===== src/rtl/clas_nbit_pipe_if.sv =====
// Operand/result bus of the pipelined CLA adder/subtractor.
// The input side (in_valid/in_ready) carries one operand beat per transfer,
// the output side (out_valid/out_ready) one result beat with its flags.
interface clas_nbit_pipe_if #(
   parameter int WIDTH = 16
);
   logic             in_valid;
   logic             in_ready;
   logic             sel;
   logic [WIDTH-1:0] a;
   logic [WIDTH-1:0] b;
   logic             out_valid;
   logic             out_ready;
   logic [WIDTH-1:0] result;
   logic             c_out;
   logic             ovf;
   logic             zero;
   logic             neg;

   // Producer of operands and consumer of results.
   modport master (
      output in_valid, sel, a, b, out_ready,
      input  in_ready, out_valid, result, c_out, ovf, zero, neg
   );

   // The adder/subtractor itself.
   modport slave (
      input  in_valid, sel, a, b, out_ready,
      output in_ready, out_valid, result, c_out, ovf, zero, neg
   );
endinterface


===== src/rtl/clas_nbit_pipe.sv =====
// Two-stage pipelined carry-look-ahead adder/subtractor.
// sel = 0 computes a + b, sel = 1 computes a + ~b + 1. Carries are resolved
// inside BLOCK-bit look-ahead groups and rippled group to group. Stage 1 adds
// the low ceil(NG/2) groups, stage 2 the remaining high groups using the
// registered boundary carry. A valid/ready handshake with backpressure holds
// up to two beats in flight.
module clas_nbit_pipe #(
   parameter int WIDTH = 16,
   parameter int BLOCK = 4
) (
   input  logic            clk,
   input  logic            rst,
   clas_nbit_pipe_if.slave bus
);

   localparam int NG    = WIDTH / BLOCK;
   localparam int NG_LO = (NG + 1) / 2;
   localparam int NG_HI = NG - NG_LO;
   localparam int LO    = NG_LO * BLOCK;
   localparam int HI    = WIDTH - LO;

   generate
      if (((WIDTH % BLOCK) != 0) || (NG < 2)) begin : g_bad_params
         $error("clas_nbit_pipe: WIDTH must be a multiple of BLOCK and WIDTH/BLOCK must be >= 2");
      end
   endgenerate

   // One look-ahead group. Each internal carry is a flat OR of products of
   // the g/p terms and the group carry-in, so nothing ripples inside a group.
   // Returns {group carry out, BLOCK sum bits}.
   function automatic logic [BLOCK:0] cla_group(
      input logic [BLOCK-1:0] x,
      input logic [BLOCK-1:0] y,
      input logic             cin
   );
      logic [BLOCK-1:0] g;
      logic [BLOCK-1:0] p;
      logic [BLOCK-1:0] s;
      logic [BLOCK:0]   c;
      logic             term;
      g = x & y;
      p = x | y;
      c = '0;
      for (int i = 0; i <= BLOCK; i++) begin
         // carry-in propagated through p[0..i-1]
         term = cin;
         for (int k = 0; k < i; k++) begin
            term = term & p[k];
         end
         c[i] = term;
         // generate at bit j propagated through p[j+1..i-1]
         for (int j = 0; j < i; j++) begin
            term = g[j];
            for (int k = j + 1; k < i; k++) begin
               term = term & p[k];
            end
            c[i] = c[i] | term;
         end
      end
      s = x ^ y ^ c[BLOCK-1:0];
      return {c[BLOCK], s};
   endfunction

   // Handshake state
   logic          r_s1_valid;
   logic          r_s2_valid;
   logic          w_in_ready;
   logic          w_in_xfer;
   logic          w_adv2;
   logic          w_out_xfer;

   // Stage-1 datapath
   logic [WIDTH-1:0] w_b_eff;
   logic [LO-1:0]    w_sum_lo;
   logic             w_carry_lo;
   logic [LO-1:0]    r_s1_sum_lo;
   logic             r_s1_carry;
   logic [HI-1:0]    r_s1_a_hi;
   logic [HI-1:0]    r_s1_b_hi;

   // Stage-2 datapath
   logic [HI-1:0]    w_sum_hi;
   logic             w_carry_hi;
   logic [WIDTH-1:0] w_result;
   logic             w_ovf;
   logic [WIDTH-1:0] r_result;
   logic             r_c_out;
   logic             r_ovf;
   logic             r_zero;
   logic             r_neg;

   // Stage 2 advances when it is empty or its result leaves this cycle;
   // in_ready depends only on pipeline state, out_ready and rst.
   assign w_adv2     = r_s1_valid && (!r_s2_valid || bus.out_ready);
   assign w_in_ready = !rst && (!r_s1_valid || w_adv2);
   assign w_in_xfer  = bus.in_valid && w_in_ready;
   assign w_out_xfer = r_s2_valid && bus.out_ready;

   // Subtraction inverts B; the +1 enters as the low carry-in.
   assign w_b_eff = bus.b ^ {WIDTH{bus.sel}};

   // Stage-1 groups: low half of the word, carry-in = sel.
   always_comb begin
      logic [BLOCK:0] grp;
      logic           c;
      // NOTE: defaults first so every path assigns every output; no latch.
      w_sum_lo = '0;
      grp      = '0;
      c        = bus.sel;
      for (int gi = 0; gi < NG_LO; gi++) begin
         grp = cla_group(bus.a[gi*BLOCK +: BLOCK], w_b_eff[gi*BLOCK +: BLOCK], c);
         w_sum_lo[gi*BLOCK +: BLOCK] = grp[BLOCK-1:0];
         c = grp[BLOCK];
      end
      w_carry_lo = c;
   end

   // Stage-2 groups: high half of the word, fed by the registered carry.
   always_comb begin
      logic [BLOCK:0] grp;
      logic           c;
      w_sum_hi = '0;
      grp      = '0;
      c        = r_s1_carry;
      for (int gi = 0; gi < NG_HI; gi++) begin
         grp = cla_group(r_s1_a_hi[gi*BLOCK +: BLOCK], r_s1_b_hi[gi*BLOCK +: BLOCK], c);
         w_sum_hi[gi*BLOCK +: BLOCK] = grp[BLOCK-1:0];
         c = grp[BLOCK];
      end
      w_carry_hi = c;
   end

   // Carry into the MSB is recovered from the MSB sum bit: a ^ b ^ s.
   assign w_result = {w_sum_hi, r_s1_sum_lo};
   assign w_ovf    = (r_s1_a_hi[HI-1] ^ r_s1_b_hi[HI-1] ^ w_sum_hi[HI-1]) ^ w_carry_hi;

   // Stage-1 register: low sum, boundary carry and the untouched high operands.
   always_ff @(posedge clk or posedge rst) begin
      if (rst) begin
         r_s1_valid  <= 1'b0;
         r_s1_sum_lo <= '0;
         r_s1_carry  <= 1'b0;
         r_s1_a_hi   <= '0;
         r_s1_b_hi   <= '0;
      end else begin
         // NOTE: non-blocking so every register samples pre-edge values.
         if (w_in_xfer) begin
            r_s1_sum_lo <= w_sum_lo;
            r_s1_carry  <= w_carry_lo;
            r_s1_a_hi   <= bus.a[WIDTH-1:LO];
            r_s1_b_hi   <= w_b_eff[WIDTH-1:LO];
         end
         if (w_in_xfer) begin
            r_s1_valid <= 1'b1;
         end else if (w_adv2) begin
            r_s1_valid <= 1'b0;
         end
      end
   end

   // Stage-2 register: full result and flags, held while the consumer stalls.
   always_ff @(posedge clk or posedge rst) begin
      if (rst) begin
         r_s2_valid <= 1'b0;
         r_result   <= '0;
         r_c_out    <= 1'b0;
         r_ovf      <= 1'b0;
         r_zero     <= 1'b0;
         r_neg      <= 1'b0;
      end else begin
         if (w_adv2) begin
            r_result <= w_result;
            r_c_out  <= w_carry_hi;
            r_ovf    <= w_ovf;
            r_zero   <= (w_result == '0);
            r_neg    <= w_result[WIDTH-1];
         end
         if (w_adv2) begin
            r_s2_valid <= 1'b1;
         end else if (w_out_xfer) begin
            r_s2_valid <= 1'b0;
         end
      end
   end

   assign bus.in_ready  = w_in_ready;
   assign bus.out_valid = r_s2_valid;
   assign bus.result    = r_result;
   assign bus.c_out     = r_c_out;
   assign bus.ovf       = r_ovf;
   assign bus.zero      = r_zero;
   assign bus.neg       = r_neg;

endmodule


===== src/flat_wrapper.sv =====
// flat-port wrapper written by rule: the top's interface ports become plain ports
module clas_nbit_pipe_flat 
#(
   parameter int WIDTH = 16,
   parameter int BLOCK = 4
)
  (clk, rst, bus_in_valid, bus_sel, bus_a, bus_b, bus_out_ready, bus_in_ready, bus_out_valid, bus_result, bus_c_out, bus_ovf, bus_zero, bus_neg);
  clas_nbit_pipe_if #(.WIDTH(WIDTH)) bus_i ();
  input  logic clk;
  input  logic rst;
  input wire logic [$bits(bus_i.in_valid)-1:0] bus_in_valid;
  input wire logic [$bits(bus_i.sel)-1:0] bus_sel;
  input wire logic [$bits(bus_i.a)-1:0] bus_a;
  input wire logic [$bits(bus_i.b)-1:0] bus_b;
  input wire logic [$bits(bus_i.out_ready)-1:0] bus_out_ready;
  output wire logic [$bits(bus_i.in_ready)-1:0] bus_in_ready;
  output wire logic [$bits(bus_i.out_valid)-1:0] bus_out_valid;
  output wire logic [$bits(bus_i.result)-1:0] bus_result;
  output wire logic [$bits(bus_i.c_out)-1:0] bus_c_out;
  output wire logic [$bits(bus_i.ovf)-1:0] bus_ovf;
  output wire logic [$bits(bus_i.zero)-1:0] bus_zero;
  output wire logic [$bits(bus_i.neg)-1:0] bus_neg;
  assign bus_i.in_valid = bus_in_valid;
  assign bus_i.sel = bus_sel;
  assign bus_i.a = bus_a;
  assign bus_i.b = bus_b;
  assign bus_i.out_ready = bus_out_ready;
  assign bus_in_ready = bus_i.in_ready;
  assign bus_out_valid = bus_i.out_valid;
  assign bus_result = bus_i.result;
  assign bus_c_out = bus_i.c_out;
  assign bus_ovf = bus_i.ovf;
  assign bus_zero = bus_i.zero;
  assign bus_neg = bus_i.neg;
  clas_nbit_pipe #(.WIDTH(WIDTH), .BLOCK(BLOCK)) u_core (.clk(clk), .rst(rst), .bus(bus_i));
endmodule

===== config.mk =====
export PLATFORM = sky130hd
export DESIGN_NAME = clas_nbit_pipe_flat
export DESIGN_NICKNAME = d
export VERILOG_FILES = /design/src/rtl/clas_nbit_pipe_if.sv /design/src/rtl/clas_nbit_pipe.sv /design/src/flat_wrapper.sv
export SDC_FILE = /design/constraint.sdc
export NUM_CORES = 1
export LEC_CHECK = 0
export BUFFER_PORTS_ARGS = -buffer_cell sky130_fd_sc_hd__buf_2
export CAP_MARGIN = 25
export CORE_MARGIN = 2
export CORE_UTILIZATION = 50
export DETAILED_ROUTE_END_ITERATION = 6
export PLACE_DENSITY = 0.75
export SETUP_SLACK_MARGIN = 0.1
export SLEW_MARGIN = 5
export SYNTH_ARGS = -nofsm -noshare
export SYNTH_HDL_FRONTEND = slang
export SYNTH_SLANG_ARGS = --single-unit

===== constraint.sdc =====
create_clock -name clk -period 2.7 [get_ports clk]
set_input_delay 0.405 -clock clk [delete_from_list [all_inputs] [get_ports clk]]
set_output_delay 0.405 -clock clk [all_outputs]
set_load 0.03 [all_outputs]

### Word-level counts from Yosys, hierarchy flattened

Cells that the tools add are included.

| storage, ports and cells | value |
|---|---|
| register bits | 47 |
| bits of input ports | 37 |
| output and inout bits | 22 |
| logic and storage cells | 127 |

| operators by class | value |
|---|---|
| mux-type cells | 4 |
| bitwise logic cells | 100 |
| reduce and logical (&&, ||, !) cells | 12 |

Operator list:

| cell | count |
|---|---|
| $and A1 B1 Y1 | 40 |
| $or A1 B1 Y1 | 40 |
| $xor A4 B4 Y4 | 8 |
| $and A4 B4 Y4 | 4 |
| $logic_not A16 Y1 | 1 |
| $or A4 B4 Y4 | 4 |
| $xor A16 B16 Y16 | 1 |
| $logic_and A1 B1 Y1 | 4 |
| $mux W1 | 4 |
| $reduce_bool A2 Y1 | 2 |
| $logic_not A1 Y1 | 3 |
| $xor A1 B1 Y1 | 3 |
| $logic_or A1 B1 Y1 | 2 |

### Depth between registers and ports, before layout

| depth | value |
|---|---|
| word-level depth | 18 |
| depth in mapped cells | 12 |
| gate-level depth less buffers | 12 |

### Least setup slack after synthesis

No wires, ideal clock.

| timing | value |
|---|---|
| path type | reg2reg |
| from | register u_core.r_s1_b_hi[0] |
| to | register u_core.r_zero (netlist: u_core.bus.zero) |
| library setup time | 0.067 ns |
| data arrival time | 2.568 ns |
| data required time | 2.633 ns |
| setup slack | 0.064 ns |
| stages on the path, launching flop included | 13 |
| path buffers | 0 |
| clock period less this slack | 2.636 ns |
| cell sequence | dfrtp_1 inv_1 ha_1 nor2b_4 o311ai_2 a21oi_2 or2_2 fa_1 xnor2_1 nand2_1 nor4_1 and3_1 a32o_1 |

| on the way | value |
|---|---|
| word-level cells in the longest chain between the ends | 17 |
| elaborated cells on any way between the ends | 32 |
| classes of those cells | bitwise (31); reduce/logical (1) |

RTL lines:

| item | RTL line | source |
|---|---|---|
| start: declaration | clas_nbit_pipe.sv:79 | `logic [HI-1:0] r_s1_b_hi;` |
| start signal: assignment | clas_nbit_pipe.sv:151 | `r_s1_b_hi <= w_b_eff[WIDTH-1:LO];` |
| $or A4 B4 Y4 | clas_nbit_pipe.sv:42 | `p = x \| y;` |
| $and A1 B1 Y1 (4 in a row) | clas_nbit_pipe.sv:48 | `term = term & p[k];` |
| $or A1 B1 Y1 (4 in a row) | clas_nbit_pipe.sv:57 | `c[i] = c[i] \| term;` |
| $and A1 B1 Y1 (3 in a row) | clas_nbit_pipe.sv:48 |  |
| $or A1 B1 Y1 (3 in a row) | clas_nbit_pipe.sv:57 |  |
| $xor A4 B4 Y4 | clas_nbit_pipe.sv:60 | `s = x ^ y ^ c[BLOCK-1:0];` |
| $logic_not A16 Y1 (*) | clas_nbit_pipe.sv:175 | `r_zero <= (w_result == '0);` |
| end signal: assignment | clas_nbit_pipe.sv:175 |  |
| end: declaration | clas_nbit_pipe.sv:89 | `logic r_zero;` |

Mark *: on every way between the ends. The rest lies on a longest branch, timed or not.
A chain may end at the register's enable or synchronous reset.

### Worst setup path in the final report

| timing | value |
|---|---|
| from | register u_core.r_s1_b_hi[0] |
| to | register u_core.r_zero (netlist: u_core.bus.zero) |

| on the way | value |
|---|---|
| elaborated cells on any way between the ends | 32 |
| classes of those cells | bitwise (31); reduce/logical (1) |

RTL lines:

| item | RTL line | source |
|---|---|---|
| $or A4 B4 Y4 | clas_nbit_pipe.sv:42 |  |
| $and A1 B1 Y1 (4 in a row) | clas_nbit_pipe.sv:48 |  |
| $or A1 B1 Y1 (*) (4 in a row) | clas_nbit_pipe.sv:57 |  |
| $xor A4 B4 Y4 (*) | clas_nbit_pipe.sv:60 |  |
| via u_core.w_result[12] | clas_nbit_pipe.sv:84 | `logic [WIDTH-1:0] w_result;` |
| $logic_not A16 Y1 (*) | clas_nbit_pipe.sv:175 |  |

The timed path passes the listed nets; every way through them passes the cells marked *.

==> run_results.csv <==
group,metric,value,unit
sta,max_clock_freq,389.1,MHz
sta,finalHoldViolCount,0,
logic_synthesis,ys_dominant_reg_cell,"dfrtp_1",
drt,detail_route.wl_per_cell,12.05,um
cts,clkSlewWorstSetupHoldPaths,90,ps
logic_synthesis,yosysWarningCount,0,
sta,grt_setup_unrepaired,"true",
setup_path,timing_worst_setup_path_type,"reg2reg",
grt,grt_pass1_vias,1919,
power,power_leakage,1.783,nW
cts,worstSkewPairLatency,300,ps
setup_path,critPathMaxFanout,2,
setup_path,worst-r2r-cell-count,11,
final_layout,n_antenna_cell,0,
power,finalPower,2.661,mW
job,drv.max_cap_violation_count,0,
final_layout,layout-area-overhead-vs-synth,19.66,%
hold_path,holdCritPathClass,"in2async",
final_layout,multi_input_gate_area_in_the_final_layout,1539,um2
sta,fin_hold_ws,79.16,ps
logic_synthesis,async_flop_share,1.000,
sta,timing_worst_slew_pin_value,493.7,ps
placed_design,place.detailed.hpwl,3.902,mm
die,floorplan.rows,27,
drt,route.antenna.remaining_nets,0,
die,floorplan.die.height,79.44,um
cts,clock_sink_count,46,
setup_path,timing.rr.end,"u_core.bus.zero",
logic_synthesis,postSynthAreaPerCell,10.35,um2
sta,timing.final.setup_violations,0,
logic_synthesis,synthDominantCellAreaShare,0.4046,
setup_path,timing.critical_path.to_type,"flip-flop",
die,die_area,6310,um2
cts,cts_root_buf,"clkbuf_8",
outcome,run_status,"complete, no violations",
setup_path,critPathLaunchType,"flip-flop",
setup_path,crit-reg2reg-launch,"u_core.r_s1_b_hi[0]",
drt,remaining_drc_errors,0,
grt,antenna_found_initial,0,
placed_design,pre_cts_slack,-68.39,ps
grt,global_route_wire_length_before_repair,8.418,mm
drt,drtIter0Drc,48,
sta,fin_crit_sh,0.9519,
die,fp.coreArea,5507,um2
cts,clock_tree.htree_level_count,2,
logic_synthesis,synth.lib_cells_used.distinct,41,
logic_synthesis,ys_seq_elements,46,
final_layout,layout.area.seq,1151,um2
die,die_width,79.44,um
placed_design,numPlacedInstances,400,
final_layout,finalNetCount,414,
drt,wirelength,4.999,mm
grt,grt_remaining_overflow,0,
power,worst_vdd_ir,0.0004458,V
logic_synthesis,synth_enable_flop_cells,0,
setup_path,worst-r2r-setup-slack,130,ps
placed_design,place_congestion,0.7856,
drt,vias_per_cell,4.827,
sta,period_minus_slack,2570,ps
drt,detail_route.first_pass.iterations,4,
die,initial_core_util,0.5167,
setup_path,worst-endpoint-required,2890,ps
final_layout,final_cells,415,
die,top_level_ports,59,
sta,timing.final.max_slew_violations,0,
logic_synthesis,synth.yosys.seq_area_share,0.4046,
logic_synthesis,synth_area_leaders,"dfrtp_1 (40%), ha_1 (14%), mux2_2 (7.5%)",
sta,final_worst_setup_slack,129.8,ps
power,power_density_over_the_cells,781.5,nW/um2
cts,cts.path.max_buffers,2,
grt,grt_max_degree,47,
cts,hold_buffers,0,
final_layout,final_layout_size_suffix_gt1_frac,0.3265,
logic_synthesis,syn_nets,347,
drt,route.vias.total,2003,
grt,track_usage,0.1720,
setup_path,critical_path_arrival,2760,ps
cts,tritoncts,"done",
cts,number_of_buffers_inserted_during_clock_tree_synthesis,5,
placed_design,port_buffers,58,
logic_synthesis,yosysTopAreaCell,"dfrtp_1",
final_layout,nFillCells,474,
logic_synthesis,netlist_area,2845,um2
sta,worst_clock_skew,7.520,ps
logic_synthesis,post_synth_inst_count,275,
sta,worst_slew_margin_rel,0.6701,
## stage by stage
step	setup TNS (ps)	utilization	cell area [um2]
3_3_place_gp	0	0.5844	3218
6_report	0	0.6183	3405
5_1_grt	0	0.6183	3405
3_5_place_dp	-68.39	0.5844	3218
2_1_floorplan	0	-	2850
4_1_cts	0	0.6121	3371
## cells in the mapped netlist (2+ instances only)
library cell	n
inv_1	39
nor4_1	2
nand2_1	23
dfrtp_1	46
xor2_1	21
o21ai_1	3
mux2_2	19
a21oi_1	11
o21ai_0	13
mux2i_1	3
ha_1	32
nor2b_1	5
nand2b_1	3
fa_1	3
buf_2	4
xnor2_1	7
nor3_1	2
nor2_1	11
o21bai_1	3
clkbuf_1	4
## per-layer routing
metal	global-route usage	vias up	wire (um)
li1	-	1017	-
met1	0.2073	940	2155
met2	0.2983	40	2589
met3	0.03394	6	173
met4	0.07241	0	80
met5	0	-	0
## cell usage in the layout, fill, tap and decap left out, types with 6 or more instances in the layout
cell,n
o21ai_0,13
nand2_1,23
nor2_1,11
a21oi_1,11
buf_2,58
inv_1,38
ha_1,30
dfrtp_1,46
xor2_1,21
buf_4,10
xnor2_1,6
mux2_2,19
## worst max-delay path by stage
| stage | end | cells after the start | startpoint | slack [ps] |
|---|---|---|---|---|
| final | u_core.bus.zero | 11 | u_core.r_s1_b_hi[0] | 130 |
| after global routing | u_core.bus.zero | 11 | u_core.r_s1_b_hi[0] | 2 |
| after global placement | u_core.bus.zero | 12 | u_core.r_s1_b_hi[0] | 70 |
| after floorplan | u_core.bus.zero | 12 | u_core.r_s1_b_hi[0] | 120 |
| after detailed placement | u_core.bus.zero | 12 | u_core.r_s1_b_hi[0] | -70 |
| after CTS | u_core.bus.zero | 11 | u_core.r_s1_b_hi[0] | 120 |
## repair_timing
action                                  in CTS  in global routing
pin swaps                                    7                  3
buffers inserted                             5                  1
gates resized for setup                      4                  1
endpoints found under the setup margin       1                  1
## final cells by class
type / instances / area share
inverter: 39 / 0.04300
tap: 72 / 0.02646
sequential: 46 / 0.3381
clock inverter: 3 / 0.006983
multi-input combinational: 181 / 0.4520
clock buffer: 5 / 0.02021
timing repair buffer: 69 / 0.1132
## logic make-up (layout without fill, tap and decap cells)
family,after synthesis,after routing,share of synthesized area
simple gates,56,56,0.09807
buf+inv,48,116,0.06640
flops,46,46,0.4046
compound gates,39,39,0.09147
fa+ha+maj,35,35,0.1618
xor+xnor,29,29,0.09191
mux,22,22,0.08575
## power by group
| part | internal, mW | total [mW] | leakage, nW | switching [mW] |
|---|---|---|---|---|
| registers | 0.893 | 1.02 | 0.552 | 0.125 |
| logic | 0.516 | 1.22 | 1.19 | 0.703 |
| clock network | 0.185 | 0.424 | 0.0408 | 0.239 |
## worst max-delay path, stage by stage, from the launching register on
cell	delay (ps)
dfrtp_1	380
buf_4	140
ha_2	200
o311ai_4	280
a21oi_2	90
or2_4	240
fa_2	540
nor2_1	40
nand2_1	70
nor4_2	40
and3_1	200
a32o_1	250
## registers in the layout (all words and copies together) (netlist names)
name / flops
u_core.r_s1_carry: 1
u_core.bus.zero: 1
u_core.r_s1_b_hi: 8
u_core.bus.result: 16
u_core.r_s1_valid: 1
u_core.bus.out_valid: 1
u_core.bus.c_out: 1
u_core.r_s1_a_hi: 8
u_core.bus.ovf: 1
u_core.r_s1_sum_lo: 8
(Power assumes the default switching activity.)
